`src/rtl/serial_bus_pkg.sv`:
```
// Shared types and helpers for the serial-bus round-robin arbiter.
package serial_bus_pkg;

  localparam int STATE_W = 2;

  typedef enum logic [STATE_W-1:0] {
    IDLE    = 2'd0,
    ADDR    = 2'd1,
    PAUSE   = 2'd2,
    CONNECT = 2'd3
  } state_t;

  // Widest one-hot vector the routing helper handles.
  localparam int ROUTE_W = 32;

  // Drive a single serial bit onto the one-hot lanes that are selected.
  function automatic logic [ROUTE_W-1:0] route_onehot(input logic [ROUTE_W-1:0] onehot,
                                                      input logic               bit_in);
    return bit_in ? onehot : '0;
  endfunction

endpackage

```
`src/rtl/rr_arbiter.sv`:
```
// Combinational round-robin pick: first requester at or after the pointer.
module rr_arbiter #(
  parameter int NUM_MASTERS = 2,
  parameter int IDX_W       = 1
) (
  input  logic [NUM_MASTERS-1:0] i_req,
  input  logic [IDX_W-1:0]       i_ptr,
  output logic [NUM_MASTERS-1:0] o_grant,
  output logic [IDX_W-1:0]       o_idx,
  output logic                   o_any
);

  logic [IDX_W-1:0] w_cand;

  // Scan from the pointer with wrap-around; the first hit wins.
  always_comb begin
    o_grant = '0;
    o_idx   = '0;
    o_any   = 1'b0;
    w_cand  = '0;
    for (int unsigned k = 0; k < NUM_MASTERS; k++) begin
      w_cand = IDX_W'((32'(i_ptr) + k) % NUM_MASTERS);
      if (!o_any && i_req[w_cand]) begin
        o_any          = 1'b1;
        o_idx          = w_cand;
        o_grant        = '0;
        o_grant[w_cand] = 1'b1;
      end
    end
  end

endmodule

```
`src/rtl/serial_bus_arbiter_rr.sv`:
```
// Round-robin serial-bus arbiter: grant, serial slave select, routed connection.
// Optional feature: define ARB_TIMEOUT_EN to force release after TIMEOUT_CYCLES
// consecutive idle-valid cycles in CONNECT.
module serial_bus_arbiter_rr
  import serial_bus_pkg::*;
#(
  parameter int NUM_MASTERS    = 2,
  parameter int NUM_SLAVES     = 3,
  parameter int SEL_W          = 2,
  parameter int TIMEOUT_CYCLES = 64
) (
  input  logic                   clk,
  input  logic                   reset,
  input  logic [NUM_MASTERS-1:0] m_req,
  input  logic [NUM_MASTERS-1:0] m_address,
  input  logic [NUM_MASTERS-1:0] m_data,
  input  logic [NUM_MASTERS-1:0] m_valid,
  output logic [NUM_MASTERS-1:0] m_grant,
  output logic [NUM_MASTERS-1:0] m_ready,
  output logic [NUM_MASTERS-1:0] m_err,
  output logic [NUM_SLAVES-1:0]  s_address,
  output logic [NUM_SLAVES-1:0]  s_data,
  output logic [NUM_SLAVES-1:0]  s_valid,
  input  logic [NUM_SLAVES-1:0]  s_ready
);

  localparam int IDX_W = (NUM_MASTERS > 1) ? $clog2(NUM_MASTERS) : 1;
  localparam int CNT_W = $clog2(SEL_W + 1);

  state_t                 r_state, w_state_nxt;
  logic [NUM_MASTERS-1:0] r_grant, w_grant_nxt;
  logic [IDX_W-1:0]       r_gidx, w_gidx_nxt;
  logic [NUM_SLAVES-1:0]  r_conn, w_conn_nxt;
  logic [SEL_W-1:0]       r_sel, w_sel_nxt;
  logic [CNT_W-1:0]       r_cnt, w_cnt_nxt;
  logic [IDX_W-1:0]       r_ptr, w_ptr_nxt;
  logic [NUM_MASTERS-1:0] r_err, w_err_nxt;

  logic [NUM_MASTERS-1:0] w_arb_grant;
  logic [IDX_W-1:0]       w_arb_idx;
  logic                   w_arb_any;
  logic [IDX_W-1:0]       w_ptr_inc;
  logic                   w_req_g;
  logic                   w_addr_g;

`ifdef ARB_TIMEOUT_EN
  localparam int TMO_W = $clog2(TIMEOUT_CYCLES + 1);
  logic [TMO_W-1:0] r_tmo, w_tmo_nxt;
  logic             w_valid_g;
  assign w_valid_g = m_valid[r_gidx];
`endif

  rr_arbiter #(
    .NUM_MASTERS(NUM_MASTERS),
    .IDX_W      (IDX_W)
  ) u_rr_arbiter (
    .i_req  (m_req),
    .i_ptr  (r_ptr),
    .o_grant(w_arb_grant),
    .o_idx  (w_arb_idx),
    .o_any  (w_arb_any)
  );

  assign w_req_g   = m_req[r_gidx];
  assign w_addr_g  = m_address[r_gidx];
  assign w_ptr_inc = (r_gidx == IDX_W'(NUM_MASTERS - 1)) ? '0 : r_gidx + 1'b1;

  // Next-state and next-register logic for the transaction FSM.
  always_comb begin
    w_state_nxt = r_state;
    w_grant_nxt = r_grant;
    w_gidx_nxt  = r_gidx;
    w_conn_nxt  = r_conn;
    w_sel_nxt   = r_sel;
    w_cnt_nxt   = r_cnt;
    w_ptr_nxt   = r_ptr;
    w_err_nxt   = '0;
`ifdef ARB_TIMEOUT_EN
    w_tmo_nxt   = r_tmo;
`endif
    unique case (r_state)
      IDLE: begin
        if (w_arb_any) begin
          w_grant_nxt = w_arb_grant;
          w_gidx_nxt  = w_arb_idx;
          w_sel_nxt   = '0;
          w_cnt_nxt   = '0;
          w_state_nxt = ADDR;
        end
      end
      ADDR: begin
        if (!w_req_g) begin
          w_grant_nxt = '0;
          w_ptr_nxt   = w_ptr_inc;
          w_state_nxt = IDLE;
        end else begin
          // Cast keeps the low SEL_W bits, so SEL_W=1 needs no special case.
          w_sel_nxt = SEL_W'({r_sel, w_addr_g});
          w_cnt_nxt = r_cnt + 1'b1;
          if (32'(r_cnt) == SEL_W - 1) w_state_nxt = PAUSE;
        end
      end
      PAUSE: begin
        if (!w_req_g) begin
          w_grant_nxt = '0;
          w_ptr_nxt   = w_ptr_inc;
          w_state_nxt = IDLE;
        end else if (32'(r_sel) < NUM_SLAVES) begin
          w_conn_nxt  = NUM_SLAVES'(1) << r_sel;
          w_state_nxt = CONNECT;
`ifdef ARB_TIMEOUT_EN
          w_tmo_nxt   = '0;
`endif
        end else begin
          w_err_nxt   = r_grant;
          w_grant_nxt = '0;
          w_ptr_nxt   = w_ptr_inc;
          w_state_nxt = IDLE;
        end
      end
      CONNECT: begin
        if (!w_req_g) begin
          w_grant_nxt = '0;
          w_conn_nxt  = '0;
          w_ptr_nxt   = w_ptr_inc;
          w_state_nxt = IDLE;
        end
`ifdef ARB_TIMEOUT_EN
        else if (w_valid_g) begin
          w_tmo_nxt = '0;
        end else if (32'(r_tmo) == TIMEOUT_CYCLES - 1) begin
          w_err_nxt   = r_grant;
          w_grant_nxt = '0;
          w_conn_nxt  = '0;
          w_ptr_nxt   = w_ptr_inc;
          w_state_nxt = IDLE;
        end else begin
          w_tmo_nxt = r_tmo + 1'b1;
        end
`endif
      end
      default: w_state_nxt = IDLE;
    endcase
  end

  // FSM state register.
  always_ff @(posedge clk) begin
    if (reset) r_state <= IDLE;
    else       r_state <= w_state_nxt;
  end

  // Grant, connection, select shifter, pointer and error pulse registers.
  always_ff @(posedge clk) begin
    if (reset) begin
      r_grant <= '0;
      r_gidx  <= '0;
      r_conn  <= '0;
      r_sel   <= '0;
      r_cnt   <= '0;
      r_ptr   <= '0;
      r_err   <= '0;
`ifdef ARB_TIMEOUT_EN
      r_tmo   <= '0;
`endif
    end else begin
      r_grant <= w_grant_nxt;
      r_gidx  <= w_gidx_nxt;
      r_conn  <= w_conn_nxt;
      r_sel   <= w_sel_nxt;
      r_cnt   <= w_cnt_nxt;
      r_ptr   <= w_ptr_nxt;
      r_err   <= w_err_nxt;
`ifdef ARB_TIMEOUT_EN
      r_tmo   <= w_tmo_nxt;
`endif
    end
  end

  assign m_grant   = r_grant;
  assign m_err     = r_err;
  assign s_address = NUM_SLAVES'(route_onehot(ROUTE_W'(r_conn), w_addr_g));
  assign s_data    = NUM_SLAVES'(route_onehot(ROUTE_W'(r_conn), m_data[r_gidx]));
  assign s_valid   = NUM_SLAVES'(route_onehot(ROUTE_W'(r_conn), m_valid[r_gidx]));
  assign m_ready   = NUM_MASTERS'(route_onehot(ROUTE_W'(r_grant), |(r_conn & s_ready)));

endmodule

```
`config.mk`:
```
export PLATFORM = sky130hd
export DESIGN_NAME = serial_bus_arbiter_rr
export DESIGN_NICKNAME = d
export VERILOG_FILES = /design/src/rtl/serial_bus_pkg.sv /design/src/rtl/rr_arbiter.sv /design/src/rtl/serial_bus_arbiter_rr.sv
export SDC_FILE = /design/constraint.sdc
export NUM_CORES = 1
export LEC_CHECK = 0
export CAP_MARGIN = 20
export CELL_PAD_IN_SITES_DETAIL_PLACEMENT = 1
export CELL_PAD_IN_SITES_GLOBAL_PLACEMENT = 1
export CORE_MARGIN = 5
export CORE_UTILIZATION = 34
export CTS_BUF_LIST = sky130_fd_sc_hd__clkbuf_16
export DETAILED_ROUTE_END_ITERATION = 7
export PLACE_DENSITY = 0.86
export REMOVE_ABC_BUFFERS = 1
export SYNTH_ARGS = -nofsm -noshare
export SYNTH_HDL_FRONTEND = slang
export SYNTH_SLANG_ARGS = --single-unit
```
`constraint.sdc`:
```
create_clock -name clk -period 1.7 [get_ports clk]
set_input_delay 0.51 -clock clk [delete_from_list [all_inputs] [get_ports clk]]
set_output_delay 0.51 -clock clk [all_outputs]
set_load 0.005 [all_outputs]
```
Yosys cells after proc, flatten, opt, wreduce, memory -nomap -nowiden. Index checks and enable logic that the tools add are counted.

Bits in registers: 15. Latch bits: 0. RAM bits: 0. Memory bits (read-only): 0. Word-level logic and storage cells: 101. Memories kept: 0.

Add/subtract/negate cells: 3. $mul: 0. Divide/modulo/power cells: 0. Magnitude comparators: 6. Eq/ne operators: 12. Shifts and indexed selects: 1. Muxes and demuxes: 51. Bitwise gates (word level): 3. Reduce and logical (&&, ||, !) cells: 17.

Operators with widths (count): 2-to-1 mux 2 bit (15); 2-to-1 mux 1 bit (22); 2-to-1 mux 3 bit (6); AND reduction 3 bit (4); != test 2 bit (second input constant) (5); one-hot mux 2 bit (2 select lines) (2); one-hot mux 2 bit (4 select lines) (1); less-than comparator 1 x 2 -> 1 bit (second input constant) (3); != test 3 bit (second input constant) (2); one-hot mux 2 bit (3 select lines) (1); one-hot mux 3 bit (2 select lines) (1); nonzero test 2 bit (3); == test 2 x 1 -> 1 bit (second input constant) (2); == test 2 bit (second input constant) (2); AND reduction 4 bit (1); OR reduction 4 bit (1); AND 3 bit (1); logical AND 1 bit (3); OR reduction 3 bit (1); left shift 1 x 2 -> 3 bit (first input constant) (1); adder 1 bit (second input constant) (2); adder 2 x 1 -> 2 bit (second input constant) (1); demux 1 bit (select 1 bit) (2); >= comparator 1 bit (second input constant) (2); 8 further kinds (9).

Longest topological paths before layout. Gate-level depths: netlist of the first run.

Word-level depth: 8. Depth in mapped cells: 5. Gate-level depth less buffers: 4.

Cells and area by module. A second synthesis of the first run with hierarchy kept.

Cells, all modules: 105. Area, all modules: 953.4 um2.

By module, submodules not included: serial_bus_arbiter_rr (instances 1, cells an instance 100, area an instance 920.9 um2, sequential area each 300.3 um2); rr_arbiter (instances 1, cells an instance 5, area an instance 32.5 um2, sequential area each 0.0 um2).

Worst setup path before layout of the first run. No wires, ideal clock.

Kind: input-to-reg. Start: in m_req[1]. End: reg r_conn[2]. Library setup time: 0.117 ns. Arrival time: 1.371 ns. Required time: 1.583 ns. Slack: 0.212 ns. Cell stages on the path: 4. Path through: clkbuf_1 > mux2_4 > and3_4 > a32o_1.

Word-level cells in the longest chain between the ends: 4. Elaborated cells on any way between the ends: 5. Those cells by class: eq/ne: 2; mux: 2; reduce/logical: 1.

Ends and longest elaborated chain: start, declared (line serial_bus_arbiter_rr.sv:14) `input logic [NUM_MASTERS-1:0] m_req,`; 2-to-1 mux 1 bit (not written as such) * (2 in a row) (line serial_bus_arbiter_rr.sv:64) `assign w_req_g = m_req[r_gidx];`; != test 2 bit (no line); AND reduction 4 bit (no line) *; end signal, assigned (line serial_bus_arbiter_rr.sv:168) `r_conn <= w_conn_nxt;`; end, declared (line serial_bus_arbiter_rr.sv:33) `logic [NUM_SLAVES-1:0] r_conn, w_conn_nxt;`.

Mark *: on every way between the ends. The rest lies on a longest branch, timed or not. The select of a mux whose other input is x is not followed. A chain may end at the register's enable or synchronous reset.

Final worst setup path of the first run.
Start: in s_ready[0]. End: out m_ready[1].

Word-level cells in the longest chain between the ends: 3.

Ends and longest elaborated chain: start, declared (line serial_bus_arbiter_rr.sv:24) `input logic [NUM_SLAVES-1:0] s_ready`; AND 3 bit (line serial_bus_arbiter_rr.sv:184) `assign m_ready = NUM_MASTERS'(route_onehot(ROUTE_W'(r_grant), |(r_conn & s_ready)));`; OR reduction 3 bit (line serial_bus_arbiter_rr.sv:184); 2-to-1 mux 2 bit (line serial_bus_pkg.sv:19) `return bit_in ? onehot : '0;`; end, declared (line serial_bus_arbiter_rr.sv:19) `output logic [NUM_MASTERS-1:0] m_ready,`.

Every way passes these cells.

==> qor.csv, run 1 <==
metric;value;unit
initial antenna violation count;0;
fin crit period;1.750;ns
Cell Rows;19;
Core Region;2710;um^2
layout cells sized above 1;0.3444;
CP arrival;1.24;ns
CP endpoint kind;primary output;
met2 wire length;1763;um
Die X;62.75;um
# DRC;0;
status;complete, but fails checks;
max_cap viols;0;
hold path start;r_cnt[1]$_SDFFE_PP0P_;
commonest non-fill, non-tap cell in the layout;buf_4;
die area;3937;um^2
final core utilization;0.5208;
Iter 0 DRT Violations;16;
worst min path class;reg2reg;
Tot Pwr;1057;uW
GRT Util Overall;0.1699;
ys flop type;dfxtp_1;
P_leak;0.0006294;uW
Gate Count Post-Synth;106;
clock slew at reported path FFs;0.05;ns
via count;982;
largest family of logic cells by synthesized area;simple AND/OR/NAND/NOR gates;
Rel. slew slack;0.5762;
largest net degree at the start of global routing;21;
mux cell area share after synthesis;0.1164;
Synth Area in Adders;0.01323;
drt first pass iters;4;
clock buffer count from CTS;3;
Worst VDD drop;0.0005089;V
DP Area;1344;um^2
CP max-delay cell;a222oi_1;
worst slew pin tran;0.6349;ns
clock buffer depth;2;
critical-path cell list;buf_6 -> a222oi_1 -> buf_4 -> nor2b_1 -> buf_2;
count of cell types in the netlist;45;
Crit Path Class;in2out;
M1 WL;1262;um
failing checks;negative setup slack;
DP Cell Count;175;
crit-path max cell delay;0.31;ns
P&R area growth vs syn;49.21;%
Achievable Freq;571.5;MHz
I/O pin count;28;
worst skew pair latency;0.24;ns
synth warn;0;
root buffer cell;clkbuf_16;
Slew Viols, Final;0;
# nets final;166;
Seq cells post-synth;15;
EDFF count, synth;0;
Top Layer Used;met4;
Synth async-reset ratio;0;
WL met3;73;um
Final period util;1.029;
global-route wire length before repair;5388;um
Starting Density;0.3490;
worst hold margin;0.4717;ns
final setup vio count;2;
total grt overflow;0;
sequential element share of the synthesized area;0.3175;
HPWL after DPL;2402;um
drt wl/cell;17.25;um
Req. time, crit path;1.19;ns
final worst slack;-0.04969;ns
most frequent cells in the layout;buf_4, buf_2, dfxtp_1, nor2_1, nor2b_1;
CTS sink count;15;
GP Congestion;0.8363;
Post-Synth Simple-Gate Area;0.2487;
cell area after synthesis;945.9;um^2
IO buf count;27;
Mapped Avg Cell Area;8.924;um^2
Pwr Density;749.2;nW/um^2
Worst Setup Start Kind;input port;
H-tree levels;1;
Synth Area in Compound Gates;0.2354;
Non-Filler Instances;182;
Setup Skew;0.003180;ns
final antenna diode count;0;
number of global-route vias before repair;1127;
buffer and inverter count on the worst path;3;
Worst Path Max Fanout;2;
drt via density;5.396;
Worst Setup SP;s_ready[0];
CTS tree;done;
Final Hold Fails;0;
cell area after layout;1411;um^2
CP top delay family;buffers and inverters;
Die Ht;62.75;um
total wire length;3139;um
RSZ-0062 raised after global routing;true;
FF-to-FF Start;r_state[0]$_SDFFE_PP0P_;
Final ANT Viol Nets;0;
XOR/XNOR share of the synthesized area;0;
-- final timing paths --
check / to / slack (ns) / depth (start not counted)
setup / recovery: m_ready[1] / -0.05 / 5
hold / removal: r_cnt[1]$_SDFFE_PP0P_ / 0.47 / 2
setup reg to reg: r_sel[0]$_SDFFE_PP0P_ / 0.16 / 4
hold reg to reg: r_cnt[1]$_SDFFE_PP0P_ / 0.47 / 2
-- worst min-delay path: cells and delay by family (launching register included) --
family / cells / cell delay, ns
DFF: 1 / 0.31
and+or+nand+nor: 1 / 0.06
muxes: 1 / 0.06
-- Yosys cell counts, types with 2 or more instances --
library cell | instances | area, um^2
o211ai_1 | 3 | 22.52
inv_1 | 5 | 18.77
nand2b_1 | 3 | 18.77
o21ai_0 | 2 | 10.01
or3_1 | 3 | 18.77
nor2b_1 | 7 | 43.79
nand3_1 | 2 | 10.01
mux2_4 | 2 | 30.03
mux2i_1 | 8 | 80.08
dfxtp_1 | 15 | 300.3
nor2_1 | 10 | 37.54
a21bo_2 | 2 | 20.02
and3_1 | 2 | 12.51
buf_6 | 2 | 22.52
nand2_1 | 5 | 18.77
clkbuf_1 | 3 | 11.26
a21oi_1 | 4 | 20.02
-- cell type report --
class,instances,area [um^2]
Sequential cell,15,305.3
Clock inverter,1,3.754
Inverter,5,18.77
Fill cell,328,1299
Timing Repair Buffer,48,360.3
Tap cell,31,38.79
Multi-Input combinational cell,79,609.3
Clock buffer,3,75.07
-- power by group --
group	internal (uW)	switching [uW]	leakage (uW)
sequential	369	32.7	0.000123
combinational	119	89.2	0.000464
clock	311	136	0.0000423
-- repair_timing --
action	in CTS	in global routing
pin swaps	5	1
endpoints found under the setup margin	18	14
hold buffers	0	0
gates resized for setup	65	7
setup buffers	3	0
endpoints found under the hold margin	0	0
-- registers in the layout, indices dropped and copies added (netlist names) --
name	flops
r_ptr	1
r_gidx	1
r_sel	2
r_conn	3
m_grant	2
m_err	2
r_cnt	2
r_state	2
-- metal layers --
layer | vias to the layer above | track usage
li1 | 475 | -
met5 | - | 0
met1 | 488 | 0.1795
met4 | 0 | 0.04509
met2 | 11 | 0.3238
met3 | 8 | 0.04676
-- through the flow --
stage          worst slack (ns)   TNS, ns
3_5_place_dp            -0.7562    -9.534
5_1_grt                 -0.1124   -0.2536
2_1_floorplan            0.2310         0
6_report               -0.04969  -0.09468
4_1_cts                -0.02861  -0.05234
3_3_place_gp            -0.7226    -8.067
-- cells by family (layout without fill, tap and decap cells) --
group	after synthesis	count (layout)
simple gates	41	41
compound gates	27	27
flops	15	15
buf+inv	12	57
mux	10	10
fa+ha+maj	1	1
No activity file was read; power rests on OpenSTA's default activity.
==> inputs of run 2 (changes only) <==
--- a/config.mk
+++ b/config.mk
@@ -11,6 +11,7 @@
 export CORE_MARGIN = 5
 export CORE_UTILIZATION = 34
 export CTS_BUF_LIST = sky130_fd_sc_hd__clkbuf_16
+export CTS_CLUSTER_DIAMETER = 60
 export DETAILED_ROUTE_END_ITERATION = 7
 export PLACE_DENSITY = 0.86
 export REMOVE_ABC_BUFFERS = 1
==> results of run 2 <==
The final DEF is identical to that of run 1; final timing and power are the same.
